--- src/rtl/combinational_to_sequencer_pkg.sv ---
// Shared types and defaults for the combinational_to walking-one sequencer.
package combinational_to_sequencer_pkg;

  // Datapath width and matching index width (2**INDEX_W >= WIDTH)
  localparam int unsigned WIDTH_DEF   = 6;
  localparam int unsigned INDEX_W_DEF = 3;

  // Settle interval default and the counter width covering 1..15
  localparam int unsigned SETTLE_DEF  = 1;
  localparam int unsigned CNT_W       = 4;

  // Sequencer states; encodings are fixed so logs and probes stay readable
  typedef enum logic [1:0] {
    ST_IDLE   = 2'd0,
    ST_SETTLE = 2'd1,
    ST_HOLD   = 2'd2,
    ST_DONE   = 2'd3
  } state_e;

  // Countdown reload: the zero flag is checked on the last settle cycle
  function automatic logic [CNT_W-1:0] settle_reload(input int unsigned cycles);
    return CNT_W'(cycles - 1);
  endfunction

endpackage

--- src/rtl/combinational_to_sequencer_settle_timer.sv ---
// Settle countdown for the sequencer.
//   clk, reset : clock and synchronous active-high reset
//   load       : load 'value' into the counter (wins over dec)
//   value      : reload value (settle cycles minus one)
//   dec        : count down by one, saturating at zero
//   zero_c     : combinational flag, counter is zero
module combinational_to_sequencer_settle_timer
  import combinational_to_sequencer_pkg::*;
#(
  parameter int unsigned TIMER_W = CNT_W
) (
  input  logic               clk,
  input  logic               reset,
  input  logic               load,
  input  logic [TIMER_W-1:0] value,
  input  logic               dec,
  output logic               zero_c
);

  logic [TIMER_W-1:0] cnt_q;

  // Counter register: load has priority, decrement stops at zero
  always_ff @(posedge clk) begin
    if (reset) begin
      cnt_q <= '0;
    end else if (load) begin
      cnt_q <= value;
    end else if (dec && (cnt_q != '0)) begin
      cnt_q <= cnt_q - TIMER_W'(1);
    end
  end

  assign zero_c = (cnt_q == '0);

endmodule

--- src/rtl/combinational_to_sequencer.sv ---
// Walking-one sequencer for the combinational_to datapath: drives 1,2,4..MSB on
// dut_x, waits SETTLE_CYCLES, captures dut_x/dut_y and streams each pair out on
// a valid/ready handshake, then pulses done.
//   clk, reset        : clock, synchronous active-high reset
//   start, abort      : sweep control (start sampled in IDLE only, abort wins)
//   busy, done        : sweep in progress / one-cycle completion pulse
//   dut_x, dut_y      : registered datapath drive and its combinational response
//   res_valid/ready   : result handshake
//   res_x, res_y      : captured vector and response
//   res_index         : bit position of the set bit in res_x
module combinational_to_sequencer
  import combinational_to_sequencer_pkg::*;
#(
  parameter int unsigned WIDTH         = WIDTH_DEF,
  parameter int unsigned SETTLE_CYCLES = SETTLE_DEF,
  parameter int unsigned INDEX_W       = INDEX_W_DEF
) (
  input  logic               clk,
  input  logic               reset,
  input  logic               start,
  input  logic               abort,
  output logic               busy,
  output logic               done,
  output logic [WIDTH-1:0]   dut_x,
  input  logic [WIDTH-1:0]   dut_y,
  output logic               res_valid,
  input  logic               res_ready,
  output logic [WIDTH-1:0]   res_x,
  output logic [WIDTH-1:0]   res_y,
  output logic [INDEX_W-1:0] res_index
);

  state_e               state;
  logic [INDEX_W-1:0]   index_q;
  logic                 last_vec_c;
  logic                 accept_c;
  logic                 tmr_load_c;
  logic                 tmr_dec_c;
  logic                 tmr_zero_c;

  // The MSB vector is the final one; the walking one never shifts out
  assign last_vec_c = dut_x[WIDTH-1];
  assign accept_c   = (state == ST_HOLD) && res_ready;

  // Timer reloads exactly when the FSM enters SETTLE
  assign tmr_load_c = !abort &&
                      (((state == ST_IDLE) && start) ||
                       (accept_c && !last_vec_c));
  assign tmr_dec_c  = !abort && (state == ST_SETTLE);

  combinational_to_sequencer_settle_timer #(
    .TIMER_W (CNT_W)
  ) u_settle_timer (
    .clk    (clk),
    .reset  (reset),
    .load   (tmr_load_c),
    .value  (settle_reload(SETTLE_CYCLES)),
    .dec    (tmr_dec_c),
    .zero_c (tmr_zero_c)
  );

  // Sequencer FSM with registered outputs
  always_ff @(posedge clk) begin
    if (reset) begin
      state     <= ST_IDLE;
      dut_x     <= '0;
      index_q   <= '0;
      res_x     <= '0;
      res_y     <= '0;
      res_index <= '0;
      res_valid <= 1'b0;
      busy      <= 1'b0;
      done      <= 1'b0;
    end else begin
      done <= 1'b0;
      if (abort && (state != ST_IDLE)) begin
        // Captured result registers intentionally keep their last values
        state     <= ST_IDLE;
        dut_x     <= '0;
        res_valid <= 1'b0;
        busy      <= 1'b0;
      end else begin
        case (state)
          ST_IDLE: begin
            if (start && !abort) begin
              dut_x   <= WIDTH'(1);
              index_q <= '0;
              busy    <= 1'b1;
              state   <= ST_SETTLE;
            end
          end
          ST_SETTLE: begin
            if (tmr_zero_c) begin
              res_x     <= dut_x;
              res_y     <= dut_y;
              res_index <= index_q;
              res_valid <= 1'b1;
              state     <= ST_HOLD;
            end
          end
          ST_HOLD: begin
            if (accept_c) begin
              res_valid <= 1'b0;
              if (last_vec_c) begin
                state <= ST_DONE;
              end else begin
                dut_x   <= dut_x << 1;
                index_q <= index_q + INDEX_W'(1);
                state   <= ST_SETTLE;
              end
            end
          end
          ST_DONE: begin
            done  <= 1'b1;
            dut_x <= '0;
            busy  <= 1'b0;
            state <= ST_IDLE;
          end
          default: begin
            state <= ST_IDLE;
          end
        endcase
      end
    end
  end

endmodule

--- config.mk ---
export PLATFORM = sky130hd
export DESIGN_NAME = combinational_to_sequencer
export DESIGN_NICKNAME = d
export VERILOG_FILES = /design/src/rtl/combinational_to_sequencer_pkg.sv /design/src/rtl/combinational_to_sequencer_settle_timer.sv /design/src/rtl/combinational_to_sequencer.sv
export SDC_FILE = /design/constraint.sdc
export NUM_CORES = 1
export LEC_CHECK = 0
export BUFFER_PORTS_ARGS = -buffer_cell sky130_fd_sc_hd__buf_2
export CORE_AREA = 2 2 49 97
export CTS_CLUSTER_DIAMETER = 50
export DETAILED_ROUTE_END_ITERATION = 7
export DIE_AREA = 0 0 51 99
export GPL_ROUTABILITY_DRIVEN = 0
export PLACE_DENSITY = 0.64
export SYNTH_ARGS = -nofsm -noshare
export SYNTH_HDL_FRONTEND = slang
export SYNTH_SLANG_ARGS = --single-unit
--- constraint.sdc ---
create_clock -name clk -period 1.85 [get_ports clk]
set_input_delay 0.0925 -clock clk [delete_from_list [all_inputs] [get_ports clk]]
set_output_delay 0.0925 -clock clk [all_outputs]
set_load 0.02 [all_outputs]
==> summary.txt <==
Worst setup path
  • Worst reg-to-reg path cell count: 7
  • Launch point of the worst path: u_settle_timer.cnt_q[0]$_SDFFE_PP0P_
  • Arrival time at the worst endpoint: 1.75 ns
  • CP Capture Type: flip-flop
  • Worst Setup Path Type: flip-flop to flip-flop
  • Type of origin of the critical path: flip-flop
  • Reg2reg start: u_settle_timer.cnt_q[0]$_SDFFE_PP0P_
  • Worst path required time: approximately 2 ns
  • Register-to-register path setup slack: approximately 0.31 ns
  • Worst reg2reg path endpoint: res_x[4]$_SDFFE_PP0P_
  • Critical-path maximum fanout: 16

Synth
  • Flip-flop and latch count after synthesis: 33
  • Area fraction of the dominant cell type after synthesis: 0.4893
  • Count of unique library cells instantiated by Yosys: 32
  • Gate count of the mapped netlist: 161
  • Top cell type by total area after synthesis: sky130_fd_sc_hd__dfxtp_1
  • Cell area after synthesis: between 1000 and 1500 um2
  • Leading post-synthesis cells by cell area: sky130_fd_sc_hd__dfxtp_1, sky130_fd_sc_hd__nand2_1, sky130_fd_sc_hd__a21oi_1
  • Synthesized netlist net count: about 180
  • Mean post-synth cell area: around 8.4 um2
  • Register area share after synthesis: 0.4893
  • Number of synthesis warnings: 0

GRT
  • Global-route wire length before repair: a little over 5000 um
  • Vias in the first global route: ~1,200
  • Combined global-route utilization of all metal layers: 0.1338
  • Total overflow reported by the global router: 0
  • Pin count of the biggest net entering global routing: 21
  • Number of antenna violations at the first check in global routing: 0

Timing
  • Final number of hold-violating endpoints: 0
  • Measured slew at the worst slew-check pin: 0.4518 ns
  • Setup repair after global routing missed its margin: false
  • Maximum clock frequency: between 600 and 700 MHz
  • Count of endpoints failing setup in the final report: 0
  • Final worst-path cycle share: 0.8319
  • Relative slew margins: 0.6965
  • Final critical delay including setup and external delays: between 1.5 and 2 ns
  • Largest clock skew in the final design: 0.003322 ns
  • Worst hold margin: ~0.042 ns
  • Number of pins with negative max-slew slack in the final report: 0
  • Total Negative Setup Slacks: 0 ns

Detailed routing
  • Routed wire per std cell: approximately 12 um
  • First-pass iteration count of the detailed router: 4
  • Count of unresolved DRC violations after routing: 0
  • Total Routed Length: a little under 3000 um
  • Violation count after the first detailed-route iteration: 19
  • Average vias per placed instance: around 4.8
  • Routed via count: between 1,000 and 1,500
  • Remaining antenna violation count: 0

Clocking
  • Clock tree from TritonCTS: yes
  • Root buffer selected by CTS: sky130_fd_sc_hd__clkbuf_8
  • Register clock-pin slew on the reported worst setup and hold paths: roughly 0.060 ns
  • Number of buffers inserted during clock tree synthesis: 5
  • Hold-fix buffers at CTS: 0
  • Maximum root-to-sink buffer count: 2
  • Count of buffers added by post-CTS timing repair for setup: 0
  • Total number of H-tree levels: 2
  • Cts repair resizes: 0
  • Worst-Skew Late Latency: between 0.2 and 0.3 ns
  • CTS sink cnt: 33

Layout
  • Fraction of final layout cells sized beyond drive strength 1: 0.2312
  • Sequential cell area: about 660 um2
  • Area of the multi-input gates: approximately 640 um2
  • Post-route core utilization: 0.3853
  • Cell area after layout: 1655 um2
  • Fill cells: 480
  • Final nets: ~210
  • Diodes inserted: 0
  • Post-synthesis to final-layout area growth: 22.61%

Pwr
  • Clock power share: 0.338
  • Int Power: roughly 1.1 mW
  • Worst IR drop on VDD: around 0.35 mV
  • Switching power as a share of total power: 0.2762
  • Relative contribution of sequential cells to total power: 0.513
  • Comb power frac: 0.149
  • Lkg Pwr: just under 0.7 nW
  • P_sw: 0.4177 mW
  • Areal power density over the cells: roughly 910 nW/um2

Min path
  • Hold Path Depth: 3
  • Worst hold path type: primary input to flip-flop
  • Endpoint with the worst hold slack: res_y[1]$_SDFFE_PP0P_
  • Min-Delay Startpoint: dut_y[1]

Placed design
  • Area after detailed placement: 1575 um2
  • IO Port Bufs: 34
  • DP HPWL: ~2200 um

Die
  • Effective utilization at floorplan: 0.3142
  • Number of cell rows: 34
  • Area enclosed by the die boundary: roughly 5000 um2
  • Die width: 51 um
  • Placeable core area: between 4000 and 5000 um2
  • Floorplan die height: roughly 100 um
  • IO Pins: 35

Run status
  • Status: completed

Run
  • Max-capacitance violation count: 0
-- metrics by stage --
step | power, mW | setup slack [ns] | std cells
global placement | 1.017 | 0.3577 | 245
CTS | 1.524 | 0.2936 | 253
floorplan | 0.9457 | 0.4047 | 161
detailed placement | 1.017 | 0.3022 | 245
global route | 1.594 | 0.1040 | 253
finish | 1.512 | 0.3109 | 253
-- power by group through the flow --
stage | clock network (mW) | registers (mW) | logic, mW
CTS | 0.522 | 0.775 | 0.227
global placement | 0 | 0.791 | 0.226
detailed placement | 0 | 0.791 | 0.227
floorplan | 0 | 0.801 | 0.144
global route | 0.560 | 0.782 | 0.252
finish | 0.511 | 0.776 | 0.225
-- synth_stat cells, drive strengths merged --
library cell and number:
a211oi 3, o21a 1, a31oi 1, or3 1, nand2 37, nor2 13
or2 1, buf 3, o21bai 1, o21ai 4, xnor2 2, nor3b 2
nor2b 3, clkbuf 5, nor3 6, a21oi 21, a22oi 1, ha 3
nor4 1, and2 1, xor2 1, dfxtp 33, nand4b 1, nand2b 4
inv 3, a32oi 4, o31ai 1, nand3b 2, and3b 2
-- cells by family (layout without fill, tap and decap cells) --
family / Yosys count / in the layout / synth area share
xor+xnor: 3 / 3 / 0.01947
simple gates: 74 / 74 / 0.2614
fa+ha+maj: 3 / 3 / 0.02781
flops: 33 / 33 / 0.4893
compound gates: 37 / 37 / 0.1622
buf+inv: 11 / 49 / 0.03985
-- critical path, stage by stage, from the launching register on --
cell,delay (ns)
sky130_fd_sc_hd__dfxtp_1,0.33
sky130_fd_sc_hd__inv_1,0.08
sky130_fd_sc_hd__ha_1,0.14
sky130_fd_sc_hd__nor3b_2,0.34
sky130_fd_sc_hd__and2_1,0.18
sky130_fd_sc_hd__buf_4,0.19
sky130_fd_sc_hd__nand2_1,0.07
sky130_fd_sc_hd__a21oi_1,0.13
-- layout by cell type (no fill, tap or decap), drive strengths merged --
master and n:
a21oi 21, o21bai 1, ha 3, nand4b 1, inv 3, o21ai 4
xor2 1, nor3b 2, a31oi 1, and3b 2, or2 1, a22oi 1
clkbuf 8, o21a 1, nor2 13, and2 1, buf 38, a211oi 3
dfxtp 33, a32oi 4, o31ai 1, nand2b 4, nand2 37, xnor2 2
or3 1, nand3b 2, nor2b 3, nor4 1, nor3 6
-- area by class of cell --
type                    count  share of cell area
multi-input cells         117              0.3840
repair buffers             38              0.1209
flip-flops and latches     33              0.3991
well taps                  54             0.04082
clock buffers               8             0.04837
inverters                   3            0.006803
-- registers in the layout, summed over array words and instances (netlist names) --
| signal | count |
|---|---|
| res_valid | 1 |
| res_x | 6 |
| dut_x | 6 |
| state | 2 |
| index_q | 3 |
| busy | 1 |
| u_settle_timer.cnt_q | 4 |
| res_index | 3 |
| done | 1 |
| res_y | 6 |
-- worst max-delay path by stage --
stage                                                 to  slack [ns]  cells past startpoint
floorplan                          res_x[0]$_SDFFE_PP0P_        0.40                      7
global placement                   res_x[2]$_SDFFE_PP0P_        0.36                      5
detailed placement  u_settle_timer.cnt_q[1]$_SDFFE_PP0P_        0.30                      4
CTS                                res_x[4]$_SDFFE_PP0P_        0.29                      7
global route                       res_x[5]$_SDFFE_PP0P_        0.10                      7
finish                             res_x[4]$_SDFFE_PP0P_        0.31                      7
-- routing by layer --
layer	share of wire	up-vias	GRT usage
met5	0	-	0
met4	0.042	0	0.09563
met3	0.051	10	0.03788
met2	0.51	32	0.2278
met1	0.39	544	0.1336
li1	-	620	-
(Power assumes the default switching activity.)
